<file path="src/rtl/prog_up_down_counter.sv">
// Loadable up/down counter with enable, clock prescaler, one-shot or
// auto-reload mode, a one-cycle terminal-count pulse R and a running flag.
module prog_up_down_counter #(
    parameter int WIDTH    = 4,
    parameter int PRESCALE = 1
) (
    input  logic             clk,
    input  logic             rst,
    input  logic             en,
    input  logic             load,
    input  logic [WIDTH-1:0] val,
    input  logic             dir,
    input  logic             mode,
    output logic [WIDTH-1:0] count,
    output logic             R,
    output logic             running
);
    localparam int PW = (PRESCALE > 1) ? $clog2(PRESCALE) : 1;
    localparam logic [PW-1:0] PRE_LAST = PW'(PRESCALE - 1);

    logic [WIDTH-1:0] reload;
    logic [PW-1:0]    pre;
    logic [WIDTH-1:0] term;
    logic             step;

    // Terminal value follows dir as sampled on this edge, so a mid-count
    // direction change retargets the count immediately.
    assign term = dir ? '0 : '1;
    assign step = running && en && (pre == PRE_LAST);

    always_ff @(posedge clk) begin
        if (rst) begin
            count   <= '0;
            reload  <= '0;
            pre     <= '0;
            running <= 1'b0;
            R       <= 1'b0;
        end else if (load) begin
            count   <= val;
            reload  <= val;
            pre     <= '0;
            running <= 1'b1;
            R       <= 1'b0;
        end else if (step) begin
            pre <= '0;
            if (count == term) begin
                R <= 1'b1;
                if (mode) count   <= reload;
                else      running <= 1'b0;
            end else begin
                R     <= 1'b0;
                count <= dir ? count - 1'b1 : count + 1'b1;
            end
        end else begin
            R <= 1'b0;
            if (running && en) pre <= pre + 1'b1;
        end
    end
endmodule

</file>
<file path="config.mk">
export PLATFORM = sky130hd
export DESIGN_NAME = prog_up_down_counter
export DESIGN_NICKNAME = d
export VERILOG_FILES = /design/src/rtl/prog_up_down_counter.sv
export SDC_FILE = /design/constraint.sdc
export NUM_CORES = 1
export LEC_CHECK = 0
export CAP_MARGIN = 20
export CORE_UTILIZATION = 51
export CTS_CLUSTER_SIZE = 10
export DETAILED_ROUTE_END_ITERATION = 16
export HOLD_SLACK_MARGIN = 0.1
export PLACE_DENSITY = 0.81
export SETUP_SLACK_MARGIN = 0.15
export SYNTH_ARGS = -nofsm -noshare
export SYNTH_HDL_FRONTEND = slang
export SYNTH_SLANG_ARGS = --single-unit
</file>
<file path="constraint.sdc">
create_clock -name clk -period 4.8 [get_ports clk]
set_input_delay 0.48 -clock clk [delete_from_list [all_inputs] [get_ports clk]]
set_output_delay 0.48 -clock clk [all_outputs]
set_load 0.01 [all_outputs]
</file>
Yosys cells after proc, flatten, opt, wreduce, memory -nomap -nowiden

Index checks and enable logic that the tools add are counted.

Memory bits (read-only): 0
Input bits: 10
Memories kept: 0
Output and inout port bits: 6
Bits in writable memories: 0
Bits in latches: 0
Bits in registers: 11
Logic and storage cells: 32

Divide/modulo/power cells: 0
Magnitude comparators: 0
Eq/ne operators: 3
$add $sub $neg: 3
Reduce and logical (&&, ||, !) cells: 8
Bitwise logic cells: 2
Shift-type cells: 0
Multiply operators: 0
Muxes and demuxes: 11

Operator list:

| kind                                             | number |
|---|---|
| two-way mux 4 bit                                | 6 |
| OR reduction 3 bit                               | 2 |
| two-way mux 1 bit                                | 5 |
| adder 4 x 1 -> 4 bit, second input constant      | 1 |
| equality test 4 bit                              | 1 |
| nonzero test 2 bit                               | 2 |
| subtractor 4 x 1 -> 4 bit, second input constant | 1 |
| != test 3 bit, second input constant             | 1 |
| AND reduction 3 bit                              | 1 |
| logical AND 1 bit                                | 2 |
| != test 2 bit, second input constant             | 1 |
| inverter 1 bit                                   | 2 |
| AND reduction 2 bit                              | 1 |
| adder 1 bit, second input constant               | 1 |

Longest topological paths before layout

Word-level depth: 5
Gate-level depth with buffers: 6
Gate-level depth less buffers: 5

Least setup slack after synthesis

No wires, ideal clock.

Path kind: in2reg
Start point: in dir
End point: reg count[3]
Path slack: 3042 ps
Arrival time: 1622 ps
Setup time: 136 ps
Buffers on the path: 1
Cell stages on the path: 6
Required time: 4664 ps
Path through: ha_1 -> and2_1 -> buf_2 -> o21a_4 -> o311ai_1 -> a311oi_1

Cells in the longest elaborated chain, start to end: 5
Elaborated cells on any way between the ends: 8
Classes of those cells: eq/ne: 2; mux: 5; reduce/logical: 1

RTL lines:

| what                 | RTL line | text |
|---|---|---|
| from (decl)          | 12       | `input logic dir,` |
| two-way mux 4 bit    | 28       | `assign term = dir ? '0 : '1;` |
| equality test 4 bit  | 46       | `if (count == term) begin` |
| two-way mux 4 bit    | 46       |  |
| two-way mux 4 bit    | 44       | `end else if (step) begin` |
| two-way mux 4 bit    | 38       | `end else if (load) begin` |
| to (signal assigned) | 39       | `count <= val;` |
| to (signal assigned) | 48       | `if (mode) count <= reload;` |
| to (signal assigned) | 52       | `count <= dir ? count - 1'b1 : count + 1'b1;` |
| to (decl)            | 14       | `output logic [WIDTH-1:0] count,` |

Several ways; a longest one is shown, not always the timed one. The select of a mux whose other input is x is not followed.
A chain may end at the register's enable or synchronous reset.

Worst setup path after layout

Start point: in dir
End point: reg count[0]

The elaborated chain is that of the path after synthesis.

==> results.md <==
- DRT met1 WL: 735 microns
- Number of H-tree levels: 1
- Via density: 6.00
- WL met3: 53 microns
- Worst Setup SP: dir
- Die Wd: between 30 and 40 microns
- Hold buffers post-CTS: 0
- P_leak: around 0.32 nW
- Top cell type's share of synthesized area: about 32%
- Row cnt: 12
- #FFs+latches synth: 11
- Max Cap Violations: 0
- Max FO, Critical Path: 8
- CTS Sinks: 11
- Worst-path clk slew: ~0.07 ns
- Num CTS Buffers: 3
- Layout Nets: about 110
- Final setup vio count: 0
- Layout Cells excl Fill: 108
- Min cycle time layout: 2.24 ns
- Hold crit path type: reg2reg
- Crit path max-delay family: compound AO/OA/AOI/OAI gates
- RSZ-0062 raised after global routing: false
- Syn Inst Count: ~80
- CP endpoint kind: register
- Status: complete, no violations
- Worst relative slew slack: a little over two thirds
- Die height: just under 40 microns
- Fin crit share: 46.6%
- WL/cell: roughly 14 microns
- Met2 wire length: slightly below 800 microns
- Total setup buffers inserted after CTS: 0
- Max-slew violation count: 0
- WP depth: 6
- CTS tree: built
- DRC Markers: 0
- Antenna violations before repair: 0
- Net Count, Synth: 92
- Final hold violation count: 0
- Synth area leaders: dfxtp_1 32%, a21oi_1 6.5%, nand2_1 4.4%, o211ai_1 4.4%, a2111oi_4 4.0%
- Type of origin of the critical path: input port
- Number of detailed-route iterations in the first pass: 7
- Full die area: 0.00150 sq mm
- Worst Max-Slew Pin Slew: around 0.44 ns
- Cell taking the most area after synthesis: dfxtp_1
- Clock latency on the worst-skew pair: roughly 0.27 ns
- Worst R2R End: count[0]$_SDFFE_PP0P_
- Critical Path RT: ~5 ns
- IO Count: 16
- Synth warnings: 0
- Syn_area_per_cell: approximately 8.7 sq um
- Layout Utilization: 71.9%
- Pre-CTS setup slack: 2.30 ns
- Antenna Cells: 0
- Worst Path Arrival: 2.37 ns
- Initial Util: between 50 and 60%
- Worst Slack Setup Final: ~2.6 ns
- Worst reg-to-reg path cell count: 5
- Number of global-route vias before repair: 610
- Fill count: 98
- Post_cts resized: 0
- Routed wire length: between 1500 and 2000 microns
- Highest routed metal layer: met3
- Layout Skew: 0.00376 ns
- Post-DRT Antenna Nets: 0
- Congestion Overflow GR: 0
- CTS root buf: clkbuf_4
- Crit Path Class: in2reg
- WP buf/inv: 1
- Iter 0 DRT Violations: 13
- Peak VDD IR: around 0.19 mV
- R2R setup slack: about 3 ns
- Detailed Place HPWL: around 1200 microns
- Post-synth cell types: 31
- Layout cells sized above 1: between 7 and 8%
- Gr usage total: about a quarter
- Total Power: between 0.2 and 0.25 mW
- CP max-delay cell: clkdlybuf4s50_1
- Mapped Area: slightly below 700 sq um
- Slowest stage delay, CP: between 0.5 and 0.6 ns
- Reg2reg start: count[2]$_SDFFE_PP0P_
- Post-synthesis sequential area ratio: between 30% and 40%
- Layout area overhead: 24.0%
- PwrDens: approximately 280 mW/mm^2
- Placer's final routability congestion estimate: roughly 0.87
- First-pass GRT wire length: approximately 2500 microns
- Core area: 0.00119 sq mm
- Post-Place Cells: ~100
- Port Buffers: 15
- Largest net degree at the start of global routing: 13
- Vias: approximately 650
- Max Buffers Root-to-Sink: 2
- Max Fclk: about 0.45 GHz
- Worst Setup EP: count[0]$_SDFFE_PP0P_
- Sum of negative setup slack: 0 ns
- HP Start: pre$_SDFFE_PP0N_
- CP cell instances: clkdlybuf4s50_1, ha_1, and2_1, o21a_4, a21oi_1, a311oi_1
-- tightest hold or removal path, cell delays in order (launching register included) --
cell and delay, ns:
dfxtp_1 0.33, nand2_1 0.06, a21oi_1 0.03
-- metrics by stage --
step	hold WS (ns)	area (sq um)
floorplan	0.421	688
global placement	0.437	827
CTS	0.457	853
finish	0.456	853
global route	0.498	853
detailed placement	0.444	827
-- per-layer routing --
metal | global-route usage (%) | vias up
met4 | 7.76 | 0
li1 | - | 322
met1 | 31.1 | 310
met5 | 0 | -
met3 | 5.20 | 0
met2 | 40.8 | 16
-- logic make-up (layout without fill, tap and decap cells) --
family / Yosys count / in the layout / synth area share [%]
mux: 1 / 1 / 1.45
fa+ha+maj: 3 / 3 / 6.54
flops: 11 / 11 / 32.0
compound gates: 28 / 28 / 31.6
buf+inv: 11 / 26 / 8.00
simple gates: 23 / 23 / 17.8
xor+xnor: 2 / 2 / 2.55
-- worst min-delay path by stage --
stage | end | slack, ns | cells after the start
floorplan | pre$_SDFFE_PP0N_ | 0.42 | 2
global placement | pre$_SDFFE_PP0N_ | 0.44 | 2
detailed placement | pre$_SDFFE_PP0N_ | 0.44 | 2
CTS | pre$_SDFFE_PP0N_ | 0.46 | 2
global route | pre$_SDFFE_PP0N_ | 0.50 | 2
finish | pre$_SDFFE_PP0N_ | 0.46 | 2
-- state kept, by name, indices dropped and copies added, names as in the netlist --
register and flops:
pre 1, reload 4, count 4, R 1, running 1
-- placed cells by master, fill, tap and decap left out, types with 2 or more instances in the layout --
master and instances:
inv_1 7, and3b_1 2, o211ai_1 4, nor2_1 6
xor2_1 2, o21ai_0 2, clkdlybuf4s50_1 15, dfxtp_1 11
a211oi_1 3, ha_1 2, a311oi_1 3, a21oi_1 9
clkbuf_4 3, nand2_1 8
-- synth_stat cells --
library cell / n
dfxtp_1: 11
a21oi_1: 9
nand2_1: 8
inv_1: 7
nor2_1: 6
o211ai_1: 4
a211oi_1: 3
a311oi_1: 3
and3b_1: 2
buf_2: 2
ha_1: 2
o21ai_0: 2
xor2_1: 2
a2111oi_4: 1
a31oi_1: 1
and2_1: 1
and3_1: 1
and3_2: 1
buf_4: 1
buf_6: 1
fa_1: 1
mux2i_1: 1
nand2b_1: 1
nand3_1: 1
nand4b_1: 1
nor3b_2: 1
o21a_4: 1
o221ai_1: 1
o2bb2ai_1: 1
o311ai_1: 1
o41ai_1: 1
-- power by group --
group | leakage, nW | switching [mW] | internal, mW
combinational | 0.218 | 0.0354 | 0.0338
sequential | 0.0907 | 0.00744 | 0.0975
clock | 0.0150 | 0.0329 | 0.0322
-- area by class of cell --
| type | count | area, sq um | share of cell area, % |
|---|---|---|---|
| Sequential cell | 11 | 220 | 25.8 |
| Clock buffer | 4 | 26.3 | 3.08 |
| Multi-Input combinational cell | 57 | 413 | 48.4 |
| Timing Repair Buffer | 15 | 150 | 17.6 |
| Inverter | 7 | 26.3 | 3.08 |
| Tap cell | 14 | 17.5 | 2.05 |
Power figures use the tool's default switching activity.
